**src/rtl/lsu_pkg.sv**
```systemverilog
// rtl/lsu_pkg.sv - funct3 codes, FSM state type and access-size helper for the LSU
package lsu_pkg;

  localparam logic [2:0] F3_B  = 3'b000;
  localparam logic [2:0] F3_H  = 3'b001;
  localparam logic [2:0] F3_W  = 3'b010;
  localparam logic [2:0] F3_D  = 3'b011;
  localparam logic [2:0] F3_BU = 3'b100;
  localparam logic [2:0] F3_HU = 3'b101;
  localparam logic [2:0] F3_WU = 3'b110;

  typedef enum logic [1:0] {IDLE, WAIT, DONE} lsu_state_e;

  // funct3[1:0] encodes log2 of the access size in bytes
  function automatic logic [3:0] size_bytes(input logic [2:0] funct3);
    case (funct3[1:0])
      2'b00:   return 4'd1;
      2'b01:   return 4'd2;
      2'b10:   return 4'd4;
      default: return 4'd8;
    endcase
  endfunction

endpackage

```
**src/rtl/lsu_align.sv**
```systemverilog
// rtl/lsu_align.sv - store lane placement, byte enables and load extract/extend
module lsu_align
  import lsu_pkg::*;
#(
  parameter  int DATA_W = 32,
  localparam int NB     = DATA_W / 8,
  localparam int OFF_W  = $clog2(DATA_W / 8)
) (
  input  logic [2:0]        funct3_i,
  input  logic [OFF_W-1:0]  offset_i,
  input  logic [DATA_W-1:0] st_data_i,
  output logic [DATA_W-1:0] st_lane_o,
  output logic [NB-1:0]     be_o,
  input  logic [DATA_W-1:0] ld_word_i,
  output logic [DATA_W-1:0] ld_data_o
);

  logic [NB-1:0]     size_mask;
  logic [DATA_W-1:0] shifted;

  // Replicating the item across lanes already lands it at every aligned offset
  always_comb begin
    st_lane_o = st_data_i;
    size_mask = '1;
    case (funct3_i[1:0])
      2'b00: begin
        st_lane_o = {NB{st_data_i[7:0]}};
        size_mask = NB'(8'h01);
      end
      2'b01: begin
        st_lane_o = {(NB/2){st_data_i[15:0]}};
        size_mask = NB'(8'h03);
      end
      2'b10: begin
        st_lane_o = {(NB/4){st_data_i[31:0]}};
        size_mask = NB'(8'h0F);
      end
      default: begin
        st_lane_o = st_data_i;
        size_mask = '1;
      end
    endcase
  end

  assign be_o    = size_mask << offset_i;
  assign shifted = ld_word_i >> {offset_i, 3'b000};

  always_comb begin
    ld_data_o = shifted;
    case (funct3_i)
      F3_B:    ld_data_o = DATA_W'($signed(shifted[7:0]));
      F3_H:    ld_data_o = DATA_W'($signed(shifted[15:0]));
      F3_W:    ld_data_o = DATA_W'($signed(shifted[31:0]));
      F3_BU:   ld_data_o = DATA_W'(shifted[7:0]);
      F3_HU:   ld_data_o = DATA_W'(shifted[15:0]);
      F3_WU:   ld_data_o = DATA_W'(shifted[31:0]);
      default: ld_data_o = shifted;
    endcase
  end

endmodule

```
**src/rtl/lsu_handshake.sv**
```systemverilog
// rtl/lsu_handshake.sv - valid/ack load/store unit with misalign detection, timeout and core stall
module lsu_handshake
  import lsu_pkg::*;
#(
  parameter  int DATA_W  = 32,
  parameter  int ADDR_W  = 9,
  parameter  int TIMEOUT = 16,
  localparam int OFF_W   = $clog2(DATA_W / 8)
) (
  input  logic                    clk,
  input  logic                    reset,
  input  logic                    req_valid,
  input  logic                    req_we,
  input  logic [2:0]              req_funct3,
  input  logic [ADDR_W-1:0]       req_addr,
  input  logic [DATA_W-1:0]       req_wdata,
  output logic                    stall,
  output logic                    resp_valid,
  output logic [DATA_W-1:0]       resp_rdata,
  output logic                    misalign,
  output logic                    timeout_err,
  output logic                    mem_req,
  output logic                    mem_we,
  output logic [ADDR_W-OFF_W-1:0] mem_addr,
  output logic [DATA_W/8-1:0]     mem_be,
  output logic [DATA_W-1:0]       mem_wdata,
  input  logic [DATA_W-1:0]       mem_rdata,
  input  logic                    mem_ack
);

  localparam int NB    = DATA_W / 8;
  localparam int CNT_W = $clog2(TIMEOUT + 1);

  lsu_state_e              state_q, state_d;
  logic [CNT_W-1:0]        cnt_q, cnt_d;
  logic                    mem_req_q, mem_req_d, mem_we_q, mem_we_d;
  logic [ADDR_W-OFF_W-1:0] mem_addr_q, mem_addr_d;
  logic [NB-1:0]           mem_be_q, mem_be_d;
  logic [DATA_W-1:0]       mem_wdata_q, mem_wdata_d, rdata_q, rdata_d;
  logic                    misalign_q, misalign_d, tout_q, tout_d;
  logic [2:0]              f3_q, f3_d;
  logic [OFF_W-1:0]        off_q, off_d;

  logic             legal, aligned;
  logic [3:0]       sz_m1;
  logic [2:0]       al_f3;
  logic [OFF_W-1:0] al_off;
  logic [NB-1:0]    al_be;
  logic [DATA_W-1:0] al_st, al_ld;

  always_comb begin
    legal = 1'b0;
    case (req_funct3)
      F3_B, F3_H, F3_W: legal = 1'b1;
      F3_D:             legal = (DATA_W == 64);
      F3_BU, F3_HU:     legal = ~req_we;
      F3_WU:            legal = ~req_we & (DATA_W == 64);
      default:          legal = 1'b0;
    endcase
  end

  assign sz_m1   = size_bytes(req_funct3) - 4'd1;
  assign aligned = ((req_addr[OFF_W-1:0] & sz_m1[OFF_W-1:0]) == '0);

  // One aligner serves both phases: live request in IDLE, latched op while waiting
  assign al_f3  = (state_q == IDLE) ? req_funct3 : f3_q;
  assign al_off = (state_q == IDLE) ? req_addr[OFF_W-1:0] : off_q;

  lsu_align #(.DATA_W(DATA_W)) u_align (
    .funct3_i  (al_f3),
    .offset_i  (al_off),
    .st_data_i (req_wdata),
    .st_lane_o (al_st),
    .be_o      (al_be),
    .ld_word_i (mem_rdata),
    .ld_data_o (al_ld)
  );

  always_comb begin
    state_d     = state_q;
    cnt_d       = cnt_q;
    mem_req_d   = mem_req_q;
    mem_we_d    = mem_we_q;
    mem_addr_d  = mem_addr_q;
    mem_be_d    = mem_be_q;
    mem_wdata_d = mem_wdata_q;
    rdata_d     = rdata_q;
    misalign_d  = misalign_q;
    tout_d      = tout_q;
    f3_d        = f3_q;
    off_d       = off_q;
    case (state_q)
      IDLE: begin
        if (req_valid) begin
          if (legal && aligned) begin
            mem_req_d   = 1'b1;
            mem_we_d    = req_we;
            mem_addr_d  = req_addr[ADDR_W-1:OFF_W];
            mem_be_d    = al_be;
            mem_wdata_d = req_we ? al_st : '0;
            f3_d        = req_funct3;
            off_d       = req_addr[OFF_W-1:0];
            cnt_d       = '0;
            state_d     = WAIT;
          end else begin
            misalign_d = 1'b1;
            state_d    = DONE;
          end
        end
      end
      WAIT: begin
        if (mem_ack || (cnt_q + CNT_W'(1)) == CNT_W'(TIMEOUT)) begin
          rdata_d     = (mem_ack && !mem_we_q) ? al_ld : '0;
          tout_d      = ~mem_ack;
          mem_req_d   = 1'b0;
          mem_we_d    = 1'b0;
          mem_addr_d  = '0;
          mem_be_d    = '0;
          mem_wdata_d = '0;
          state_d     = DONE;
        end else begin
          cnt_d = cnt_q + CNT_W'(1);
        end
      end
      DONE: begin
        rdata_d    = '0;
        misalign_d = 1'b0;
        tout_d     = 1'b0;
        state_d    = IDLE;
      end
      default: state_d = IDLE;
    endcase
  end

  always_ff @(posedge clk) begin
    if (reset) begin
      state_q     <= IDLE;
      cnt_q       <= '0;
      mem_req_q   <= 1'b0;
      mem_we_q    <= 1'b0;
      mem_addr_q  <= '0;
      mem_be_q    <= '0;
      mem_wdata_q <= '0;
      rdata_q     <= '0;
      misalign_q  <= 1'b0;
      tout_q      <= 1'b0;
      f3_q        <= '0;
      off_q       <= '0;
    end else begin
      state_q     <= state_d;
      cnt_q       <= cnt_d;
      mem_req_q   <= mem_req_d;
      mem_we_q    <= mem_we_d;
      mem_addr_q  <= mem_addr_d;
      mem_be_q    <= mem_be_d;
      mem_wdata_q <= mem_wdata_d;
      rdata_q     <= rdata_d;
      misalign_q  <= misalign_d;
      tout_q      <= tout_d;
      f3_q        <= f3_d;
      off_q       <= off_d;
    end
  end

  assign resp_valid  = (state_q == DONE);
  assign stall       = req_valid & ~resp_valid;
  assign resp_rdata  = rdata_q;
  assign misalign    = misalign_q;
  assign timeout_err = tout_q;
  assign mem_req     = mem_req_q;
  assign mem_we      = mem_we_q;
  assign mem_addr    = mem_addr_q;
  assign mem_be      = mem_be_q;
  assign mem_wdata   = mem_wdata_q;

endmodule
```
**config.mk**
```make
export PLATFORM = sky130hd
export DESIGN_NAME = lsu_handshake
export DESIGN_NICKNAME = d
export VERILOG_FILES = /design/src/rtl/lsu_pkg.sv /design/src/rtl/lsu_align.sv /design/src/rtl/lsu_handshake.sv
export SDC_FILE = /design/constraint.sdc
export NUM_CORES = 1
export LEC_CHECK = 0
export BUFFER_PORTS_ARGS = -buffer_cell sky130_fd_sc_hd__buf_2
export CAP_MARGIN = 20
export CORE_UTILIZATION = 49
export DETAILED_ROUTE_END_ITERATION = 8
export PLACE_DENSITY = 0.87
export SETUP_SLACK_MARGIN = 0.2
export SLEW_MARGIN = 20
export SYNTH_ARGS = -nofsm -noshare
export SYNTH_HDL_FRONTEND = slang
export SYNTH_SLANG_ARGS = --single-unit
```
**constraint.sdc**
```tcl
create_clock -name clk -period 2.7 [get_ports clk]
set_input_delay 0.54 -clock clk [delete_from_list [all_inputs] [get_ports clk]]
set_output_delay 0.54 -clock clk [all_outputs]
set_load 0.005 [all_outputs]
```
== Word-level counts from Yosys, hierarchy flattened ==
Cells that the tools add are included.
Operators by class
  $add $sub $neg: 2
  equal/unequal tests: 18
  shift operators: 2
  muxes and demuxes: 43
  bitwise operators: 5
  reductions and logical operators: 21
Operators with widths (count)
  two-way mux 32 bit: 6
  one-hot mux 32 bit (2 select lines): 3
  one-hot mux 32 bit (4 select lines): 1
  right shift 32 x 5 -> 32 bit: 1
  two-way mux 7 bit: 3
  one-hot mux 4 bit (2 select lines): 2
  two-way mux 5 bit: 3
  one-hot mux 7 bit (2 select lines): 1
  == test 3 bit (second input constant): 4
  two-way mux 4 bit: 3
  one-hot mux 1 bit (2 select lines): 5
  one-hot mux 5 bit (2 select lines): 1
  zero test 2 bit: 4
  two-way mux 1 bit: 8
  two-way mux 2 bit: 4
  inequality test 2 bit (second input constant): 4
  AND reduction 4 bit: 2
  == test 2 x 1 -> 1 bit (second input constant): 3
  == test 3 x 1 -> 1 bit (second input constant): 2
  zero test 3 bit: 2
  one-hot mux 2 bit (3 select lines): 1
  AND reduction 3 bit: 2
  nonzero test 2 bit: 3
  adder 5 x 1 -> 5 bit (second input constant): 1
  other kinds (17): 22
Storage, ports and cells
  register bits: 91
  input port bits: 81
  output and inout bits: 81
  word-level logic and storage cells: 103

== Depth between registers and ports, before layout ==
Gate-level depths: netlist (run 1).
  depth after elaboration: 9
  gate-level depth with buffers: 9
  mapped depth without buffers: 6

== Cells and area by module ==
From an unflattened synthesis (run 1), not the netlist that was laid out.
Second synthesis, totals
  cells, all modules: 501
  area, all modules: 4591.9 um^2
Modules (own cells, without submodules)
  lsu_handshake: times used 1, cells each 322, area an instance 3296.9 um^2, seq. area each 1821.7 um^2
  lsu_align: times used 1, cells each 179, area an instance 1295.0 um^2, seq. area each 0.0 um^2

== Worst setup path after synthesis (run 1) ==
No wires, ideal clock.
  kind: flip-flop to flip-flop
  from: reg state_q[0]
  to: reg rdata_q[16], in the netlist resp_rdata[16]
  setup time: 59 ps
  data arrival time: 1986 ps
  required time: 2641 ps
  setup slack: 655 ps
  cell stages (with the launch flop): 8
  buffers on the path: 1
  clock period less this slack: 2045 ps
  cell sequence: dfxtp_1 -> buf_6 -> nor2_8 -> mux2_2 -> or4b_1 -> o311ai_1 -> o21a_4 -> a22o_1
Between the ends
  cells in the longest elaborated chain, start to end: 7
  elaborated cells between the ends (all ways): 17
  those cells by class: eq/ne: 6; shift: 1; mux: 6; reduce/logical: 4
Ends and longest elaborated chain
  start, declared: RTL line lsu_handshake.sv:34  | lsu_state_e state_q, state_d;
  start signal, assigned: RTL line lsu_handshake.sv:150  | state_q <= state_d;
  zero test 2 bit: RTL line lsu_handshake.sv:66, lsu_handshake.sv:67
  two-way mux 2 bit / two-way mux 3 bit (equally long branches): RTL line lsu_handshake.sv:67, lsu_handshake.sv:66
  right shift 32 x 5 -> 32 bit, or another cell as far along: RTL line lsu_align.sv:46  | assign shifted = ld_word_i >> {offset_i, 3'b000};
  one-hot mux 32 bit (4 select lines): RTL line lsu_align.sv:50  | case (funct3_i)
  two-way mux 32 bit: RTL line lsu_handshake.sv:113  | rdata_d = (mem_ack && !mem_we_q) ? al_ld : '0;
  two-way mux 32 bit: RTL line lsu_handshake.sv:112  | if (mem_ack || (cnt_q + CNT_W'(1)) == CNT_W'(TIMEOUT)) begin
  one-hot mux 32 bit (2 select lines): RTL line lsu_handshake.sv:92  | case (state_q)
  end signal, assigned: RTL line lsu_handshake.sv:157  | rdata_q <= rdata_d;
  end, declared: RTL line lsu_handshake.sv:39  | logic [DATA_W-1:0] mem_wdata_q, mem_wdata_d, rdata_q, rdata_d;
Several ways; a longest one is shown, not always the timed one. The select of a mux whose other input is x is not followed.
A chain may end at the register's enable or synchronous reset.

== Worst setup path after layout (run 1) ==
  from: reg state_q[0]
  to: reg rdata_q[8], in the netlist resp_rdata[8]
Same word-level chain as after synthesis.

==> results of run 1 <==
==> worst register-to-register path, stage by stage, from the launching register on <==
cell and delay [ns]:
dfxtp_1 0.37, nor2_8 0.24, mux2i_2 0.44, buf_4 0.38, mux2i_1 0.29, o21ai_0 0.12, a221o_1 0.33
==> metrics by stage <==
stage,worst slack [ns],instances
after floorplan,0.6555,455
after global placement,0.1042,702
after detailed placement,0.07214,702
after CTS,0.2828,718
after global routing,0.2689,718
final,0.4355,719
==> cells in the final DEF, fill, tap and decap left out, types with 5 or more instances in the layout <==
cell / count
a21oi_1: 25
nand2_1: 50
buf_2: 161
clkbuf_8: 9
nand3_1: 10
nor2_1: 25
o21ai_0: 39
buf_4: 15
and2_1: 5
mux2i_1: 48
a22o_1: 24
o211ai_1: 5
o2bb2ai_1: 25
a221o_1: 7
inv_1: 5
dfxtp_1: 91
a32oi_1: 7
==> sequential cells by signal (all words and copies together), names as in the netlist <==
signal	flops
state_q	2
resp_rdata	32
mem_wdata	32
mem_req	1
mem_be	4
misalign	1
off_q	2
mem_addr	7
timeout_err	1
f3_q	3
mem_we	1
cnt_q	5
==> worst paths after layout <==
kind / end / depth (start not counted)
setup reg to reg: resp_rdata[8] / 6
hold / removal: mem_addr[6] / 3
hold reg to reg: mem_wdata[8] / 1
setup / recovery: resp_rdata[8] / 6
==> cell type report <==
class,instances,area (sq um)
clock buffer,9,123.9
inverter,5,18.77
multi-input combinational,325,2235
sequential,91,1822
fill,687,2925
antenna,1,2.502
tap,105,131.4
timing repair buffer,176,918.4
clock inverter,7,81.33
==> report_power, final <==
part | switching, W | leakage, nW | internal [W]
logic | 0.000333 | 1.66 | 0.000229
clock network | 0.000514 | 0.101 | 0.000443
registers | 0.0000260 | 0.736 | 0.00138
total | 0.000873 | 2.50 | 0.00205
==> metal layers <==
layer / vias to the layer above / share of wire (%) / wire, microns / global-route usage, %
met5: - / 0 / 0 / 0
met4: 0 / 2.9 / 355 / 12.25
met3: 36 / 9.0 / 1115 / 5.556
met2: 247 / 48 / 5967 / 48.86
met1: 1960 / 40 / 4922 / 32.95
li1: 2000 / - / - / -
==> kinds of logic (layout without fill, tap and decap cells) <==
family	after synthesis	after routing	synth area share (%)
adder cells (fa/ha/maj)	1	1	0.2967
other	0	1	0
AND/OR/NAND/NOR	116	116	13.35
buffers and inverters	39	197	4.125
multiplexers	53	53	12.85
AO/OA/AOI/OAI	155	155	26.17
flip-flops	91	91	43.20
==> timing repair <==
item / 4_1_cts / 5_1_grt
gates cloned: 0 / 0
gates resized for setup: 1 / 2
endpoints found under the setup margin: 33 / 39
==> flow_summary.yaml, run 1 <==
outcome:
  outcome: "finished clean"
grt:
  grt_first_pass_wirelength_microns: 19360
  grt_pass1_vias: 4031
  antenna_found_initial: 0
  grt_usage_pct: 27.94
  grt_overflow: 0
  grt_max_degree: 34
routing:
  drtPass1Iterations: 7
  avgViaCountPerCell: 5.901
  via_count: 4243
  wl_microns: 12360
  dr.first_iter.drc_count: 227
  wl_per_cell_microns: 17.19
  postRouteAntennaNets: 0
  route.detailed.drc: 0
pwr:
  p_total_w: 0.002926
  p_per_area_nw_per_um2: 548.7
  p_leak_nw: 2.501
  peakVddDrop_uv: 356.4
cells_and_area:
  area_delta_synth_final_pct: 26.47
  drive_above_1_share_pct: 34.09
  final_core_util_pct: 64.58
  final_area_sq_um: 5333
  layout.nets: 690
sta:
  drv_slew: 0
  worst_clock_skew_ns: 0.01540
  relSlewSlack_pct: 23.56
  whs_ns: 0.4063
  tightest_slew_ns: 1.137
  finalSetupViolCount: 0
  fin_crit_sh_pct: 83.87
  fmaxAchievable_mhz: 441.6
  setup-tns-final_ns: 0
  hold_violations: 0
  rsz0062_at_grt: "no"
  fin_crit_ns: 2.265
critical_path:
  cpMaxStageDelayCell: "mux2i_2"
  path_delay_family: "multiplexers"
  rrSetupSlack_ns: 0.44
  cp-startpoint: "state_q[0]"
  worstPathArrival_ns: 2.50
  r2r-start: "state_q[0]"
  worst_setup_path_end_kind: "flop"
  crit_buf_inv: 1
  worst-path-max-fanout: 21
  startpoint_type: "flop"
  critPathKind: "reg -> reg"
  required_ns: 2.94
  cp_cell_sequence: "nor2_8 > mux2i_2 > buf_4 > mux2i_1 > o21ai_0 > a221o_1"
  max_stage_delay_ns: 0.43
clock_network:
  clk-insertion-delay-late_ns: 0.36
  root_buffer: "clkbuf_8"
  hold_buffers: 0
  path_clk_slew_ns: 0.10
  cts_buffers: 9
  numClockSinks: 91
  post_cts_buffers: 0
  htree_levels: 3
  clock_path_buffers: 2
  cts_tree: "built"
synthesis:
  avgSynthCellArea_sq_um: 9.267
  yosys_warnings: 0
  synth_cell_type_count: 53
  synth_top_cell_by_area: "dfxtp_1"
  synthTopCellsByCount: "dfxtp_1, nand2_1, mux2i_1"
  synthCells: 455
  synth_seq_cells: 91
  synth_area_sq_um: 4217
  ys_top_cells_by_area: "dfxtp_1, mux2i_1, o2bb2ai_1, a22o_1, o21ai_0"
  synth-edff-count: 0
  postSynth.asyncResetShare_pct: 0
  syn_nets: 537
  yosysSeqAreaShare_pct: 43.20
  ys.flop_type: "dfxtp_1"
  yosys.cell_count.top_type: "dfxtp_1"
  synth_top_area_share_pct: 43.20
floorplanning:
  dieArea_sq_um: 8980
  core_region_area_sq_um: 8258
  io_pins: 162
  initial_core_util_pct: 51.06
  die_w_microns: 94.77
  die_h_microns: 94.77
  rows: 33
worst_hold_path:
  hp-class: "in -> reg"
  min_from: "req_addr[8]"
place:
  place.gp.congestion: 0.9492
  place_area_sq_um: 5111
  dp_hpwl_microns: 9087
  portBuffers: 161
run:
  max-cap-violations: 0
Note: power is estimated with default switching activity, not from simulation.
==> run 2, diff against run 1 <==
--- a/config.mk
+++ b/config.mk
@@ -5,11 +5,12 @@
 export SDC_FILE = /design/constraint.sdc
 export NUM_CORES = 1
 export LEC_CHECK = 0
+export ABC_AREA = 1
 export BUFFER_PORTS_ARGS = -buffer_cell sky130_fd_sc_hd__buf_2
 export CAP_MARGIN = 20
-export CORE_UTILIZATION = 49
+export CORE_UTILIZATION = 45
 export DETAILED_ROUTE_END_ITERATION = 8
-export PLACE_DENSITY = 0.87
+export PLACE_DENSITY = 0.83
 export SETUP_SLACK_MARGIN = 0.2
 export SLEW_MARGIN = 20
 export SYNTH_ARGS = -nofsm -noshare
==> constraint.sdc (replaced) <==
create_clock -name clk -period 1.85 [get_ports clk]
set_input_delay 0.37 -clock clk [delete_from_list [all_inputs] [get_ports clk]]
set_output_delay 0.37 -clock clk [all_outputs]
set_load 0.005 [all_outputs]
==> run 2 against run 1 <==
Critical path depth increased by 3. Register-to-register slack worse by 0.33 ns. Die area is 16% higher. Sequential power is 49% higher. Cell count is 37% higher. Cell area up 22%. Setup slack got worse by 0.33 ns. Synthesized cell count rose by 47%. Clock power up 64%. Total power grew 78%. Highest routed layer unchanged.
==> flow_summary.yaml, run 2 <==
outcome:
  outcome: "finished clean"
sta:
  setup-tns-final_ns: 0
  hold_violations: 0
  tightest_slew_ns: 0.4813
  drv_slew: 0
  whs_ns: 0.2211
  fin_crit_sh_pct: 94.41
  setup_ws_ns: 0.1034
  relSlewSlack_pct: 67.88
  finalSetupViolCount: 0
  fin_crit_ns: 1.747
  fmaxAchievable_mhz: 572.6
  worst_clock_skew_ns: 0.01976
  rsz0062_at_grt: "yes"
synthesis:
  synth_top_cell_by_area: "dfxtp_1"
  synthAdderAreaFrac_pct: 0.2770
  synth_cell_type_count: 31
  synth_top_area_share_pct: 40.33
  yosys_warnings: 0
  postSynth.asyncResetShare_pct: 0
  yosysSeqAreaShare_pct: 40.33
  synth_area_sq_um: 4517
  synth-simple-area-share_pct: 33.74
  synth-xor-area-share_pct: 0.3878
  synth_seq_cells: 91
  ys.flop_type: "dfxtp_1"
  syn_nets: 750
  muxShareOfSynthArea_pct: 0
  synth_compound_area_share_pct: 17.45
  synth_top_family_by_area: "simple AND/OR/NAND/NOR gates"
  synth-edff-count: 0
  synthTopCellsByCount: "nand2_1, dfxtp_1, nand3_1"
  ys_top_cells_by_area: "dfxtp_1, nand2_1, nand3_1, a21oi_1, o21ai_0"
  avgSynthCellArea_sq_um: 6.762
  yosys.cell_count.top_type: "nand2_1"
  synthCells: 668
pwr:
  pwr-share-seq_pct: 40.3
  p_sw_w: 0.001757
  pwr-share-comb_pct: 29.7
  p_per_area_nw_per_um2: 799.9
  p_clk_share_pct: 30.1
  p_int_w: 0.003453
  switching_share_pct: 33.72
  p_leak_nw: 2.968
  peakVddDrop_uv: 498.9
clock_network:
  path_clk_slew_ns: 0.11
  cts_tree: "built"
  numClockSinks: 91
  clk-insertion-delay-late_ns: 0.38
  clock_path_buffers: 2
  cts_buffers: 9
  htree_levels: 3
  root_buffer: "clkbuf_8"
grt:
  antenna_found_initial: 0
  grt_max_degree: 45
  grt_usage_pct: 26.71
  grt_overflow: 0
  grt_pass1_vias: 4506
  grt_first_pass_wirelength_microns: 21850
routing:
  dr.first_iter.drc_count: 317
  drtPass1Iterations: 5
  wl_microns: 15470
  route.detailed.drc: 0
  avgViaCountPerCell: 5.425
  via_count: 5349
  wl_per_cell_microns: 15.69
  postRouteAntennaNets: 0
critical_path:
  worst_setup_path_end_kind: "flop"
  required_ns: 2.15
  crit_buf_inv: 3
  worst-path-max-fanout: 25
  critPathKind: "reg -> reg"
  max_stage_delay_ns: 0.40
  cpMaxStageDelayCell: "dfxtp_4"
  path_delay_family: "simple AND/OR/NAND/NOR gates"
  worstPathArrival_ns: 2.05
  cp_cell_sequence: "nor2_4 > nand2_1 > nand2_4 > buf_6 > clkinv_1 > buf_6 > o31ai_1 > nand3_1 > a21oi_1"
  startpoint_type: "flop"
  crit_top_cell: "buf_6"
floorplanning:
  io_pins: 162
  rows: 36
  dieArea_sq_um: 10440
  initial_core_util_pct: 46.42
  die_h_microns: 102.2
  die_w_microns: 102.2
  core_region_area_sq_um: 9729
worst_hold_path:
  hp-class: "in -> reg"
place:
  portBuffers: 161
  dp_hpwl_microns: 9469
  place.gp.congestion: 0.9334
  place_worst_setup_slack_ns: 0.01865
run:
  max-cap-violations: 0
cells_and_area:
  num_antenna_cells: 0
  fillers: 835
  final_cell_mix: "buf_2, nand2_1, dfxtp_1"
  area_delta_synth_final_pct: 44.18
  drive_above_1_share_pct: 39.27
  layout.nets: 930
  mostFrequentLayoutCell: "buf_2"
run 2: per-layer routing:
layer  vias up  share of wire [%]  wire length [microns]  global-route usage, %
li1       2585                  -                      -                      -
met1      2450                 42                   6513                  35.07
met2       275                 48                   7379                  44.40
met3        39                7.8                   1202                  4.036
met4         0                2.4                    376                  9.890
met5         -                  0                      0                      0
run 2: worst paths after layout:
check                        end  slack, ns     startpoint  cells after the start
hold reg to reg    mem_wdata[20]       0.46  mem_wdata[20]                      2
setup / recovery  resp_rdata[26]       0.10     state_q[1]                      9
hold / removal       mem_addr[3]       0.22    req_addr[5]                      3
setup reg to reg  resp_rdata[26]       0.10     state_q[1]                      9
run 2: power by group through the flow:
stage | logic, W | clock network (W) | registers (W)
floorplan | 0.000774 | 0 | 0.00214
CTS | 0.00126 | 0.00157 | 0.00209
finish | 0.00155 | 0.00157 | 0.00210
detailed placement | 0.00118 | 0 | 0.00213
global route | 0.00168 | 0.00164 | 0.00211
global placement | 0.00116 | 0 | 0.00213
run 2: tightest hold or removal path, delay by kind of cell:
family,cells,cell delay (ns)
buf+inv,1,0.09
simple gates,1,0.05
compound gates,1,0.05
run 2: kinds of logic after synthesis:
logic type	after synthesis
AO/OA/AOI/OAI	148
adder cells (fa/ha/maj)	1
buffers and inverters	80
AND/OR/NAND/NOR	346
flip-flops	91
XOR/XNOR	2
run 2: layout make-up:
| type | count | area (sq um) | area share (%) |
|---|---|---|---|
| Multi-Input combinational cell | 499 | 2715 | 41.69 |
| Tap cell | 133 | 166.4 | 2.555 |
| Clock inverter | 6 | 96.34 | 1.479 |
| Inverter | 37 | 156.4 | 2.402 |
| Sequential cell | 91 | 1837 | 28.20 |
| Timing Repair Buffer | 210 | 1414 | 21.71 |
| Clock buffer | 10 | 127.6 | 1.960 |
run 2: what timing repair did:
item,4_1_cts,5_1_grt
setup endpoints to repair,85,85
resized for setup,40,97
setup buffers,3,13
hold buffers,0,0
pin swaps,6,17
gates cloned,4,6
run 2: through the flow:
step | area, sq um | utilization [%] | instances | total power, W
floorplan | 4517 | - | 668 | 0.002910
global placement | 5528 | 56.82 | 944 | 0.003294
detailed placement | 5528 | 56.82 | 944 | 0.003311
CTS | 5934 | 61.00 | 967 | 0.004922
global route | 6513 | 66.94 | 986 | 0.005427
finish | 6513 | 66.94 | 986 | 0.005209
